**config.mk**
```make
export PLATFORM = sky130hd
export DESIGN_NAME = uart_frame_sender_flat
export DESIGN_NICKNAME = d
export VERILOG_FILES = /design/src/rtl/uart_frame_sender_if.sv /design/src/rtl/uart_frame_sender.sv /design/src/flat_wrapper.sv
export SDC_FILE = /design/constraint.sdc
export NUM_CORES = 1
export LEC_CHECK = 0
export CORE_AREA = 4 4 75 77
export CTS_CLUSTER_DIAMETER = 100
export CTS_CLUSTER_SIZE = 25
export DETAILED_ROUTE_END_ITERATION = 12
export DIE_AREA = 0 0 79 81
export PLACE_DENSITY = 0.64
export RECOVER_POWER = 100
export SETUP_SLACK_MARGIN = 0.05
export SLEW_MARGIN = 5
export SYNTH_ARGS = -nofsm -noshare
export SYNTH_HDL_FRONTEND = slang
export SYNTH_SLANG_ARGS = --single-unit
```
**constraint.sdc**
```tcl
create_clock -name clk -period 2.55 [get_ports clk]
set_input_delay 0.51 -clock clk [delete_from_list [all_inputs] [get_ports clk]]
set_output_delay 0.51 -clock clk [all_outputs]
set_load 0.01 [all_outputs]
```
**src/rtl/uart_frame_sender_if.sv**
```systemverilog
// Frame-sender bundle: start/abort control, status, frame-buffer read port and Uart_tx handshake.
// master = sequencer side, slave = environment (memory, transmitter, controller).
interface uart_frame_sender_if #(
    parameter int ADDR_WIDTH = 15
);
    logic                  start;
    logic                  abort;
    logic                  busy;
    logic                  done;
    logic                  rd_en;
    logic [ADDR_WIDTH-1:0] rd_addr;
    logic [7:0]            rd_data;
    logic                  tx_dv;
    logic [7:0]            tx_byte;
    logic                  tx_active;
    logic                  tx_done;

    modport master (
        input  start, abort, rd_data, tx_active, tx_done,
        output busy, done, rd_en, rd_addr, tx_dv, tx_byte
    );

    modport slave (
        output start, abort, rd_data, tx_active, tx_done,
        input  busy, done, rd_en, rd_addr, tx_dv, tx_byte
    );
endinterface

```
**src/rtl/uart_frame_sender.sv**
```systemverilog
// Streams FRAME_BYTES frame-buffer bytes through one Uart_tx; UART_FRAME_CHECKSUM_EN appends a mod-256 sum byte.
// Start -> rd_en +1 cycle, tx_dv +3; next byte 4 cycles after tx_done; tx_dv is withheld while tx_active is high.
module uart_frame_sender #(
    parameter int FRAME_BYTES = 19200,
    parameter int ADDR_WIDTH  = 15
) (
    input logic                 clk,
    input logic                 rst,
    uart_frame_sender_if.master bus
);
    typedef enum logic [3:0] {
        IDLE, FETCH, LOAD, SEND, WAIT_DONE, NEXT, CKSUM, CKSUM_WAIT, FINISH
    } state_t;

    localparam logic [ADDR_WIDTH-1:0] LAST_ADDR = ADDR_WIDTH'(FRAME_BYTES - 1);

    state_t                state_q, state_d;
    logic [ADDR_WIDTH-1:0] addr_q;
    logic [7:0]            tx_byte_q;
    logic                  abort_q;
    logic                  abort_now;
`ifdef UART_FRAME_CHECKSUM_EN
    logic [7:0]            checksum_q;
`endif

    // An abort arriving in NEXT itself is honoured without waiting for the flag.
    assign abort_now = abort_q | bus.abort;

    always_ff @(posedge clk or posedge rst) begin
        if (rst) begin
            state_q <= IDLE;
        end else begin
            state_q <= state_d;
        end
    end

    always_comb begin
        state_d = state_q;
        case (state_q)
            IDLE:      if (bus.start) state_d = FETCH;
            FETCH:     state_d = LOAD;
            LOAD:      state_d = SEND;
            SEND:      if (!bus.tx_active) state_d = WAIT_DONE;
            WAIT_DONE: if (bus.tx_done) state_d = NEXT;
            NEXT: begin
                if (abort_now) begin
                    state_d = IDLE;
                end else if (addr_q == LAST_ADDR) begin
`ifdef UART_FRAME_CHECKSUM_EN
                    state_d = CKSUM;
`else
                    state_d = FINISH;
`endif
                end else begin
                    state_d = FETCH;
                end
            end
`ifdef UART_FRAME_CHECKSUM_EN
            CKSUM:      if (!bus.tx_active) state_d = CKSUM_WAIT;
            CKSUM_WAIT: if (bus.tx_done) state_d = FINISH;
`endif
            FINISH:    state_d = IDLE;
            default:   state_d = IDLE;
        endcase
    end

    always_ff @(posedge clk or posedge rst) begin
        if (rst) begin
            addr_q     <= '0;
            tx_byte_q  <= '0;
            abort_q    <= 1'b0;
`ifdef UART_FRAME_CHECKSUM_EN
            checksum_q <= '0;
`endif
        end else begin
            abort_q <= (state_q == IDLE) ? 1'b0 : (abort_q | bus.abort);
            case (state_q)
                IDLE: begin
                    if (bus.start) begin
                        addr_q     <= '0;
`ifdef UART_FRAME_CHECKSUM_EN
                        checksum_q <= '0;
`endif
                    end
                end
                LOAD: begin
                    tx_byte_q  <= bus.rd_data;
`ifdef UART_FRAME_CHECKSUM_EN
                    checksum_q <= checksum_q + bus.rd_data;
`endif
                end
                NEXT: begin
                    if (state_d == FETCH) addr_q <= addr_q + 1'b1;
`ifdef UART_FRAME_CHECKSUM_EN
                    // The last pixel's done has already fired, so the byte may change here.
                    if (state_d == CKSUM) tx_byte_q <= checksum_q;
`endif
                end
                default: ;
            endcase
        end
    end

    assign bus.busy    = (state_q != IDLE);
    assign bus.done    = (state_q == FINISH);
    assign bus.rd_en   = (state_q == FETCH);
    assign bus.rd_addr = addr_q;
    assign bus.tx_byte = tx_byte_q;
    assign bus.tx_dv   = ((state_q == SEND) || (state_q == CKSUM)) && !bus.tx_active;
endmodule

```
**src/flat_wrapper.sv**
```systemverilog
// flat-port wrapper written by rule: the top's interface ports become plain ports
module uart_frame_sender_flat 
#(
    parameter int FRAME_BYTES = 19200,
    parameter int ADDR_WIDTH  = 15
)
  (clk, rst, bus_start, bus_abort, bus_rd_data, bus_tx_active, bus_tx_done, bus_busy, bus_done, bus_rd_en, bus_rd_addr, bus_tx_dv, bus_tx_byte);
  uart_frame_sender_if #(.ADDR_WIDTH(ADDR_WIDTH)) bus_i ();
  input logic clk;
  input logic rst;
  input wire logic [$bits(bus_i.start)-1:0] bus_start;
  input wire logic [$bits(bus_i.abort)-1:0] bus_abort;
  input wire logic [$bits(bus_i.rd_data)-1:0] bus_rd_data;
  input wire logic [$bits(bus_i.tx_active)-1:0] bus_tx_active;
  input wire logic [$bits(bus_i.tx_done)-1:0] bus_tx_done;
  output wire logic [$bits(bus_i.busy)-1:0] bus_busy;
  output wire logic [$bits(bus_i.done)-1:0] bus_done;
  output wire logic [$bits(bus_i.rd_en)-1:0] bus_rd_en;
  output wire logic [$bits(bus_i.rd_addr)-1:0] bus_rd_addr;
  output wire logic [$bits(bus_i.tx_dv)-1:0] bus_tx_dv;
  output wire logic [$bits(bus_i.tx_byte)-1:0] bus_tx_byte;
  assign bus_i.start = bus_start;
  assign bus_i.abort = bus_abort;
  assign bus_i.rd_data = bus_rd_data;
  assign bus_i.tx_active = bus_tx_active;
  assign bus_i.tx_done = bus_tx_done;
  assign bus_busy = bus_i.busy;
  assign bus_done = bus_i.done;
  assign bus_rd_en = bus_i.rd_en;
  assign bus_rd_addr = bus_i.rd_addr;
  assign bus_tx_dv = bus_i.tx_dv;
  assign bus_tx_byte = bus_i.tx_byte;
  uart_frame_sender #(.FRAME_BYTES(FRAME_BYTES), .ADDR_WIDTH(ADDR_WIDTH)) u_core (.clk(clk), .rst(rst), .bus(bus_i));
endmodule
```
### Word level (Yosys, flattened, before mapping)

Cells that the tools add are included.

| storage, ports and cells | value |
|---|---|
| register bits | 28 |
| input port bits | 14 |
| output and inout bits | 27 |

| operators by class | value |
|---|---|
| equality and inequality tests | 11 |
| mux-type cells | 10 |
| add/subtract/negate cells | 1 |
| reductions and logical operators | 7 |
| bitwise operators | 1 |

Operators with widths:

| cell | count |
|---|---|
| two-way mux 15 bit | 2 |
| one-hot mux 15 bit (2 select lines) | 1 |
| one-hot mux 4 bit (6 select lines) | 1 |
| two-way mux 4 bit | 5 |
| adder 15 x 1 -> 15 bit, second input constant | 1 |
| == test 15 bit, second input constant | 1 |
| == test 4 x 3 -> 1 bit, second input constant | 3 |
| == test 4 x 1 -> 1 bit, second input constant | 2 |
| == test 4 x 2 -> 1 bit, second input constant | 2 |
| == test 4 bit, second input constant | 1 |
| zero test 4 bit | 1 |
| nonzero test 4 bit | 1 |
| AND reduction 3 bit | 1 |
| inequality test 2 x 1 -> 1 bit, second input constant | 1 |
| inequality test 2 bit, second input constant | 1 |
| nonzero test 2 bit | 1 |
| logical AND 1 bit | 1 |
| zero test 1 bit | 1 |
| logical OR 1 bit | 1 |
| two-way mux 1 bit | 1 |
| bitwise OR 1 bit | 1 |

### Depth between registers and ports, before layout

| logic depth | value |
|---|---|
| depth after elaboration | 7 |
| depth in mapped cells | 6 |
| mapped depth without buffers | 5 |

### Worst setup path before layout

OpenSTA, ideal clock, no wires.

| path | value |
|---|---|
| kind | reg-to-reg |
| start point | register u_core.addr_q[0] (netlist: u_core.bus.rd_addr[0]) |
| end point | register u_core.addr_q[7] (netlist: u_core.bus.rd_addr[7]) |
| slack | 0.677 ns |
| data arrival time | 1.783 ns |
| library setup time | 0.090 ns |
| cell stages (with the launch flop) | 7 |
| path buffers | 1 |
| clock period less this slack | 1.873 ns |
| data required time | 2.460 ns |
| cells stage by stage | dfrtp_1 -> ha_1 -> and3_1 -> and4_1 -> buf_4 -> or4_1 -> o221ai_1 |

| on the way | value |
|---|---|
| longest elaborated chain between the ends | 7 |

RTL lines:

| element | line | RTL |
|---|---|---|
| from (decl) | uart_frame_sender.sv:18 | `logic [ADDR_WIDTH-1:0] addr_q;` |
| from (signal assigned) | uart_frame_sender.sv:93 | `if (state_d == FETCH) addr_q <= addr_q + 1'b1;` |
| == test 15 bit | uart_frame_sender.sv:48 | `end else if (addr_q == LAST_ADDR) begin` |
| two-way mux 4 bit | uart_frame_sender.sv:48 |  |
| two-way mux 4 bit | uart_frame_sender.sv:46 | `if (abort_now) begin` |
| one-hot mux 4 bit (6 select lines) | uart_frame_sender.sv:39 | `case (state_q)` |
| == test 4 x 1 -> 1 bit | uart_frame_sender.sv:93 |  |
| inequality test 2 x 1 -> 1 bit (no line) | - |  |
| AND reduction 3 bit (no line) | - |  |

Several ways; a longest one is shown, not always the timed one. The select of a mux whose other input is x is not followed.
A chain may end at the register's enable or synchronous reset.

### Worst setup path in the final report

| path | value |
|---|---|
| start point | input port bus_tx_active |
| end point | output port bus_tx_dv |

| on the way | value |
|---|---|
| longest elaborated chain between the ends | 2 |

RTL lines:

| element | line | RTL |
|---|---|---|
| from (decl) | flat_wrapper.sv:14 | `input wire logic [$bits(bus_i.tx_active)-1:0] bus_tx_active;` |
| zero test 1 bit | - |  |
| logical AND 1 bit | uart_frame_sender.sv:109 | `assign bus.tx_dv = ((state_q == SEND) \|\| (state_q == CKSUM)) && !bus.tx_active;` |
| to (decl) | flat_wrapper.sv:20 | `output wire logic [$bits(bus_i.tx_dv)-1:0] bus_tx_dv;` |

No other way between the ends.

==> impl_metrics.json <==
{
  "avgSynthCellArea_um2": 10.95,
  "drive_gt1_share_pct": 10.75,
  "routedWlPerCell_um": 14.44,
  "synth_nets": 158,
  "fmax_mhz": 422.2,
  "critPathLaunchType": "input port",
  "grt_max_degree": 29,
  "grt_pass1_wl_um": 6686,
  "cp-end-kind": "primary output",
  "skew_ns": 0.004676,
  "first_global_vias": 1364,
  "cts.clk_slew.worst_paths_ns": 0.10,
  "drc": 0,
  "antenna_found_initial": 0,
  "slowest_delay_ns": 0.64,
  "die_h_um": 81,
  "slew-limit-headroom_pct": -2.694,
  "path_buf_inv": 2,
  "hold_buffers": 0,
  "core-area_um2": 5010,
  "clk_path_buf_depth": 2,
  "fin_crit_sh_pct": 92.88,
  "peakVddDrop_uv": 440.3,
  "htreeDepth": 1,
  "hold_viol": 0,
  "worst_slew_pin_slew_ns": 1.540,
  "initial_core_util_pct": 31.27,
  "synth_edf_count": 0,
  "synth-seq-cells": 28,
  "numCtsBuffers": 3,
  "yosysSeqAreaShare_pct": 44.73,
  "maxCapViolCount": 1,
  "crit_slowest_cell": "dlygate4sd3_1",
  "critPathMaxFanout": 3,
  "via_per_inst": 5.113,
  "rows": 26,
  "grt_util_all_layers_pct": 13.12,
  "status": "finished, violations left",
  "io_buffers": 40,
  "gp_congestion": 0.8027,
  "cts_num_sinks": 28,
  "vias": 1309,
  "grt_overflow_total": 0,
  "grt_setup_unrepaired": "no",
  "area_growth_pct": 32.59,
  "power_leakage_nw": 0.8654,
  "synth_commonest_cells": "28 x dfrtp_1, 8 x mux2_2, 8 x nand2_1, 8 x nor2_1",
  "cp_top_family": "buffers and inverters",
  "yosys-top-cells-area": "dfrtp_1 45%, mux2_2 5.8%, a221o_1 2.6%, and4_1 2.2%, o21ai_0 2.2%",
  "setup_violations": 0,
  "ys_warn_count": 0,
  "rrSetupSlack_ns": 0.28,
  "dp_hpwl_um": 2721,
  "ys_async_sr_fraction_pct": 100.0,
  "violations": "max-capacitance violations, max-slew violations",
  "worst_slack_ns": 0.1816,
  "critPathRequiredTime_ns": 2.04,
  "crit_arrival_ns": 1.86,
  "tns_ns": 0,
  "root_buffer": "clkbuf_8",
  "die_w_um": 79,
  "drtIter0Drc": 50,
  "yosys.area.top_type_share_pct": 44.73,
  "min_period_ns": 2.368,
  "final_nets": 202,
  "synth_most_common_cell": "dfrtp_1",
  "ios": 41,
  "drtAntennaViolNets": 0,
  "worstPathCellList": "clkdlybuf4s50_1, nor4b_1, dlygate4sd3_1",
  "synth.distinct_cells": 42,
  "synth_top_area_cell": "dfrtp_1",
  "pre_cts_ws_ns": 0.2241,
  "firstDrtPassIters": 4,
  "diodes": 0,
  "clk_latency_ns": 0.28,
  "wirelength_um": 3697,
  "crit_type": "in -> out",
  "slew_viol_final": 29,
  "synth_flop_cell": "dfrtp_1",
  "die_area_um2": 6399,
  "min_path_type": "reg -> reg",
  "cts_tree": "done",
  "p_per_area_nw_per_um2": 785.9,
  "netlist_area_um2": 1567,
  "synthCells": 143
}
==> worst register-to-register path, stage by stage (launching register included) <==
cell,delay [ns]
dfrtp_1,0.50
nand4bb_1,0.40
or3_1,0.58
o21ai_1,0.47
o221ai_1,0.19
==> kinds of logic after synthesis <==
kind of cell    synth area share (%)
fa+ha+maj                     0.7986
buf+inv                        4.313
mux                            7.029
xor+xnor                       2.237
simple gates                   28.20
compound gates                 12.70
flops                          44.73
==> placed cells by master (no fill, tap or decap), types with 3 or more instances in the layout <==
cell type | Yosys | final
clkdlybuf4s50_1 | 0 | 14
or4_1 | 4 | 4
o221ai_1 | 3 | 3
nor2_1 | 8 | 9
nor4b_1 | 2 | 3
nand4_1 | 4 | 5
o211ai_1 | 3 | 3
inv_1 | 7 | 7
mux2_2 | 8 | 8
a221o_1 | 4 | 4
nand3_1 | 6 | 6
and4_1 | 4 | 4
clkbuf_8 | 0 | 3
o21ai_0 | 7 | 7
dlygate4sd3_1 | 0 | 26
nand2_1 | 8 | 8
and3_1 | 4 | 4
nor3b_1 | 3 | 3
clkbuf_1 | 0 | 3
nor4_1 | 4 | 4
xor2_1 | 3 | 3
dfrtp_1 | 28 | 27
==> per-stage QoR <==
| stage | area (um2) | std cells | util [%] | total power, mW | hold slack (ns) |
|---|---|---|---|---|---|
| detailed placement | 2051 | 252 | 40.93 | 1.371 | 0.4944 |
| floorplan | 1567 | 143 | - | 1.062 | 0.5310 |
| CTS | 2122 | 256 | 42.36 | 1.734 | 0.5193 |
| finish | 2077 | 256 | 41.46 | 1.632 | 0.5068 |
| global route | 2077 | 256 | 41.46 | 1.754 | 0.5412 |
| global placement | 2051 | 252 | 40.93 | 1.364 | 0.4894 |
==> power by group <==
group	switching, mW	internal, mW	total [mW]
Combinational	0.249	0.338	0.587
Sequential	0.130	0.560	0.690
Clock	0.145	0.210	0.355
Total	0.524	1.11	1.63
==> repair_timing <==
item                                    in CTS  in global routing
setup buffers                                0                  0
endpoints found under the setup margin       0                  2
resized for setup                            0                  2
==> sequential cells by signal (all words and copies together), names as in the netlist <==
register and count:
u_core.bus.rd_addr 15, u_core.bus.tx_byte 8, u_core.state_q 4, u_core.abort_q 1
==> metal layers <==
layer	up-vias	GRT usage, %	wire length (um)
li1	640	-	-
met1	623	17.95	1742
met2	35	20.62	1689
met3	11	2.550	173
met4	0	4.811	91
met5	-	0	0
==> worst paths after layout <==
path                                                   start                                  to  cells after the start
setup / recovery                               bus_tx_active                           bus_tx_dv                      3
hold / removal             u_core.bus.tx_byte[2]$_DFFE_PP0P_   u_core.bus.tx_byte[2]$_DFFE_PP0P_                      1
setup reg to reg                 u_core.state_q[3]$_DFF_PP0_  u_core.bus.rd_addr[12]$_DFFE_PP0P_                      4
hold reg to reg            u_core.bus.tx_byte[2]$_DFFE_PP0P_   u_core.bus.tx_byte[2]$_DFFE_PP0P_                      1
max in group asynchronous                                rst         u_core.state_q[2]$_DFF_PP0_                      3
min in group asynchronous                                rst   u_core.bus.tx_byte[1]$_DFFE_PP0P_                      3
==> final cells by class <==
type / count / area, um2
repair buffers: 45 / 426.7
well taps: 70 / 87.58
multi-input cells: 102 / 763.2
inverters: 7 / 26.28
clock buffers: 3 / 41.29
clock inverters: 1 / 30.03
fillers: 516 / 2933
flip-flops and latches: 28 / 701.9
Power figures use the tool's default switching activity.
